[src/rtl/sync_fifo_prog.sv]
// Single-clock FIFO with occupancy count, programmable almost-full/almost-empty
// flags, optional first-word-fall-through read, and overflow/underflow pulses.
module sync_fifo_prog #(
  parameter int DSIZE    = 8,
  parameter int ASIZE    = 4,
  parameter int FWFT     = 0,
  parameter int AF_LEVEL = 14,
  parameter int AE_LEVEL = 2
) (
  input  logic             clk,
  input  logic             rst,
  input  logic [DSIZE-1:0] wdata,
  input  logic             w_valid,
  output logic             wfull,
  output logic             walmost_full,
  output logic [DSIZE-1:0] rdata,
  input  logic             r_valid,
  output logic             rempty,
  output logic             ralmost_empty,
  output logic [ASIZE:0]   count,
  output logic             overflow,
  output logic             underflow
);

  localparam logic [ASIZE:0] DEPTH = {1'b1, {ASIZE{1'b0}}};
  localparam logic [ASIZE:0] AF_L  = AF_LEVEL[ASIZE:0];
  localparam logic [ASIZE:0] AE_L  = AE_LEVEL[ASIZE:0];

  logic [DSIZE-1:0] mem [2**ASIZE];

  logic [ASIZE:0]   wptr, rptr;
  logic [ASIZE:0]   wptr_next, rptr_next, count_next;
  logic [ASIZE-1:0] waddr, raddr;
  logic             we, re;

  assign waddr = wptr[ASIZE-1:0];
  assign raddr = rptr[ASIZE-1:0];
  assign we    = w_valid & ~wfull;
  assign re    = r_valid & ~rempty;

  // Next pointers; occupancy is the pointer difference, which moves +1/-1/0
  // exactly as the accepted write/read combination dictates.
  always_comb begin
    wptr_next  = wptr;
    rptr_next  = rptr;
    if (we) wptr_next = wptr + 1'b1;
    if (re) rptr_next = rptr + 1'b1;
    count_next = wptr_next - rptr_next;
  end

  // Pointers, count, status flags and error pulses, all registered.
  always_ff @(posedge clk or posedge rst) begin
    if (rst) begin
      wptr          <= '0;
      rptr          <= '0;
      count         <= '0;
      wfull         <= 1'b0;
      rempty        <= 1'b1;
      walmost_full  <= 1'b0;
      ralmost_empty <= 1'b1;
      overflow      <= 1'b0;
      underflow     <= 1'b0;
    end else begin
      wptr          <= wptr_next;
      rptr          <= rptr_next;
      count         <= count_next;
      wfull         <= (count_next == DEPTH);
      rempty        <= (count_next == '0);
      walmost_full  <= (count_next >= AF_L);
      ralmost_empty <= (count_next <= AE_L);
      overflow      <= w_valid & wfull;
      underflow     <= r_valid & rempty;
    end
  end

  // Storage write port; contents are deliberately not reset.
  always_ff @(posedge clk) begin
    if (we) mem[waddr] <= wdata;
  end

  generate
    if (FWFT != 0) begin : g_fwft
      // Head word is presented directly whenever the FIFO holds data.
      assign rdata = rempty ? '0 : mem[raddr];
    end else begin : g_std
      logic [DSIZE-1:0] rdata_q;
      // Registered read: load the head word on each accepted pop, else hold.
      always_ff @(posedge clk or posedge rst) begin
        if (rst)     rdata_q <= '0;
        else if (re) rdata_q <= mem[raddr];
      end
      assign rdata = rdata_q;
    end
  endgenerate

endmodule

[config.mk]
export PLATFORM = sky130hd
export DESIGN_NAME = sync_fifo_prog
export DESIGN_NICKNAME = d
export VERILOG_FILES = /design/src/rtl/sync_fifo_prog.sv
export SDC_FILE = /design/constraint.sdc
export NUM_CORES = 1
export LEC_CHECK = 0
export CORE_UTILIZATION = 59
export CTS_CLUSTER_DIAMETER = 150
export DETAILED_ROUTE_END_ITERATION = 8
export GPL_TIMING_DRIVEN = 1
export PLACE_DENSITY_LB_ADDON = 0.25
export SKIP_CTS_REPAIR_TIMING = 1
export SLEW_MARGIN = 0
export SYNTH_ARGS = -nofsm -noshare
export SYNTH_HDL_FRONTEND = slang
export SYNTH_SLANG_ARGS = --single-unit
[constraint.sdc]
create_clock -name clk -period 3.4 [get_ports clk]
set_input_delay 0.68 -clock clk [delete_from_list [all_inputs] [get_ports clk]]
set_output_delay 0.68 -clock clk [all_outputs]
set_load 0.05 [all_outputs]
==> out/qor.csv <==
stage;metric;value;unit
sta;Slew HR;0.3433;
logic_synthesis;syn avg cell area;19.24;um2
sta;hold slack;0.4709;ns
clocking;Num Clock Sinks;157;
sta;Fin. Hold Viols;0;
worst_setup_path;FF-to-FF End;ralmost_empty;
sta;Slew Limit Fails;0;
sta;RSZ-0062 raised after global routing;no;
worst_setup_path;Worst Path Arrival;3.51;ns
hold_path;Hold Crit Class;flip-flop to flip-flop;
worst_setup_path;kind of critical path;primary input to flip-flop;
logic_synthesis;async set-reset flop share out of synthesis;0.1847;
place;Setup Slack @ Placement;-0.1812;ns
drt;drt via density;5.976;
place;dpl cell area;6872;um2
clocking;H-tree levels;4;
drt;DR vias;3179;
flow_run;Max-cap violations;0;
worst_setup_path;Setup crit start kind;primary input;
worst_setup_path;critical path's slowest cell;clkdlybuf4s50_1;
power;Max VDD drop;0.5399;mV
global_routing;global-route wire length before repair;18.59;mm
floorplanning;Die H;105.4;um
sta;Tcrit/Tclk final;0.9041;
worst_setup_path;reg2reg start;rempty;
run_status;status;completed;
cells_and_area;Area Overhead vs Synth;18.47;%
drt;Routed Antenna Nets;0;
worst_setup_path;R2R cell count;9;
logic_synthesis;sequential share of the synthesized area;0.7243;
worst_setup_path;crit path to;ralmost_empty;
worst_setup_path;crit end category;flip-flop;
worst_setup_path;Crit Path Max Fanout;5;
sta;fmax;0.3253;GHz
global_routing;initial antenna violation count;0;
place;PortBufs;30;
logic_synthesis;number of flops mapped to enable cells by yosys;128;
logic_synthesis;Yosys reg bits;157;
power;Power Total;7.293;mW
sta;Clock Skews;0.007371;ns
global_routing;total gr overflow;0;
floorplanning;core area;10370;um2
floorplanning;Die X;105.4;um
clocking;Skew-Pair Late Insertion Delay;0.54;ns
worst_setup_path;CP Launch Point;w_valid;
drt;final wirelength;11.80;mm
cells_and_area;final instance area;7478;um2
place;Placed Cells;500;
drt;DR pass1 iterations;5;
global_routing;largest net degree at the start of global routing;35;
clocking;number of CTS-inserted buffers;17;
cells_and_area;fill count;647;
global_routing;number of global-route vias before repair;3216;
place;RePlAce Congestion;0.8408;
clocking;CTS Root Cell;clkbuf_8;
logic_synthesis;syn_nets;348;
sta;Worst Max-Slew Pin Slew;0.9840;ns
cells_and_area;most common cell after layout, fill and taps aside;edfxtp_1;
logic_synthesis;Distinct cells, synth;44;
place;HPWL Detailed;7.608;mm
logic_synthesis;Post-Syn Area;6312;um2
power;leakage;2.655;nW
sta;fin crit period;3.074;ns
worst_setup_path;cells along the critical path;clkdlybuf4s50_1 -> nor2b_1 -> buf_4 -> nand2_1 -> o21ai_0 -> xor2_1 -> ha_1 -> nor2_1 -> maj3_1 -> a21boi_2 -> xnor3_2 -> a2111oi_2;
logic_synthesis;post-synthesis cell count;328;
power;P per Cell Area;975.2;nW/um2
cells_and_area;Finished Layout Cells;532;
global_routing;GRT Overall Usage;0.2383;
cells_and_area;n_diodes;0;
worst_setup_path;register-to-register setup slack;0.41;ns
drt;detailed-route wire length per cell;22.19;um
logic_synthesis;synth warn;0;
clocking;CTS tree;built;
floorplanning;die area;11120;um2
worst_setup_path;Worst EP required;3.84;ns
floorplanning;number of I/O pins;31;
sta;Final WS setup;0.3262;ns
cells_and_area;fin nets;403;
drt;DRC viols;0;
clocking;CTS clock-pin slew for the worst setup and hold paths;0.06;ns
drt;Starting DRT DRC Count;342;
cells_and_area;commonest cells after routing, fill and taps aside;128 x edfxtp_1, 40 x mux4_2, 30 x nand2_1, 30 x clkdlybuf4s50_1, 26 x dfrtp_1;
clocking;CTS Buffer Depth;2;
floorplanning;row count;37;
sta;final setup fails;0;
worst_setup_path;Crit path largest cell delay;0.50;ns
cells_and_area;fraction of layout cells with a size suffix above 1;0.2525;
logic_synthesis;Main synth FF type;edfxtp_1;
floorplanning;starting density of the core;0.6087;
flip-flops by register name, indices dropped and copies added, names as in the netlist:
name and cells:
count 5, mem 128, overflow 1, ralmost_empty 1, rdata 8, rempty 1, rptr 5, underflow 1
walmost_full 1, wfull 1, wptr 5
cells by family after synthesis:
group | count (synthesis) | share of synthesized area
fa+ha+maj | 10 | 0.01903
mux | 41 | 0.1443
xor+xnor | 12 | 0.02260
simple gates | 70 | 0.05768
buf+inv | 26 | 0.01764
flops | 157 | 0.7243
compound gates | 12 | 0.01447
critical path, delay by kind of cell:
kind | cells | cell delay (ns)
xor gates and xnor gates | 2 | 0.67
buffers and inverters | 2 | 0.66
AOI/OAI and AO/OA | 3 | 0.64
adders and majority gates | 2 | 0.53
and+or+nand+nor | 3 | 0.34
through the flow:
step / utilization / setup TNS (ns)
finish: 0.7212 / 0
global route: 0.7212 / 0
detailed placement: 0.6626 / -0.4470
CTS: 0.7212 / 0
floorplan: - / 0
global placement: 0.6626 / -0.05537
cells in the mapped netlist (all sizes together) (2+ instances only):
| cell | instances | area share |
|---|---|---|
| mux4 | 40 | 0.14 |
| nor3b | 2 | 0.0024 |
| xnor2 | 6 | 0.0083 |
| nor2 | 8 | 0.0048 |
| nand2b | 5 | 0.0061 |
| nand3b | 2 | 0.0024 |
| nand4 | 3 | 0.0030 |
| edfxtp | 128 | 0.61 |
| xor2 | 4 | 0.0067 |
| clkbuf | 9 | 0.0054 |
| and3 | 2 | 0.0020 |
| buf | 6 | 0.0057 |
| nor3 | 5 | 0.0040 |
| nand2 | 30 | 0.018 |
| ha | 8 | 0.016 |
| inv | 11 | 0.0065 |
| maj3 | 2 | 0.0032 |
| nand3 | 2 | 0.0016 |
| o21ai | 3 | 0.0024 |
| dfstp | 2 | 0.0083 |
| a21oi | 2 | 0.0016 |
| and2 | 2 | 0.0020 |
| dfrtp | 27 | 0.11 |
| and4 | 2 | 0.0028 |
layout make-up:
type	count	area, um2	area share
Multi-Input combinational cell	145	1629	0.2178
Clock buffer	21	439.2	0.05873
Tap cell	136	170.2	0.02275
Clock inverter	11	167.7	0.02242
Inverter	11	41.29	0.005521
Sequential cell	157	4573	0.6115
Timing Repair Buffer	51	457.9	0.06123
layer usage:
metal | GRT usage | wire length, um | up-vias
met5 | 0 | 0 | -
met4 | 0.1016 | 203 | 0
met3 | 0.05813 | 719 | 20
met2 | 0.3487 | 5701 | 131
met1 | 0.3481 | 5179 | 1626
li1 | - | - | 1402
worst min path at each step:
stage / start / end / slack [ns] / cells past startpoint
after floorplan: wptr[4] / wptr[4] / 0.45 / 1
after global placement: rdata[4] / rdata[4] / 0.46 / 2
after detailed placement: rdata[4] / rdata[4] / 0.46 / 2
after CTS: rdata[4] / rdata[4] / 0.48 / 2
after global routing: rdata[5] / rdata[5] / 0.50 / 2
final: rdata[4] / rdata[4] / 0.47 / 2
power by group:
part / switching [mW] / internal (mW) / leakage, nW / total [mW]
sequential: 0.205 / 2.41 / 1.50 / 2.62
clock: 0.730 / 1.21 / 0.292 / 1.94
combinational: 1.50 / 1.23 / 0.859 / 2.74
Note: power is estimated with default switching activity, not from simulation.
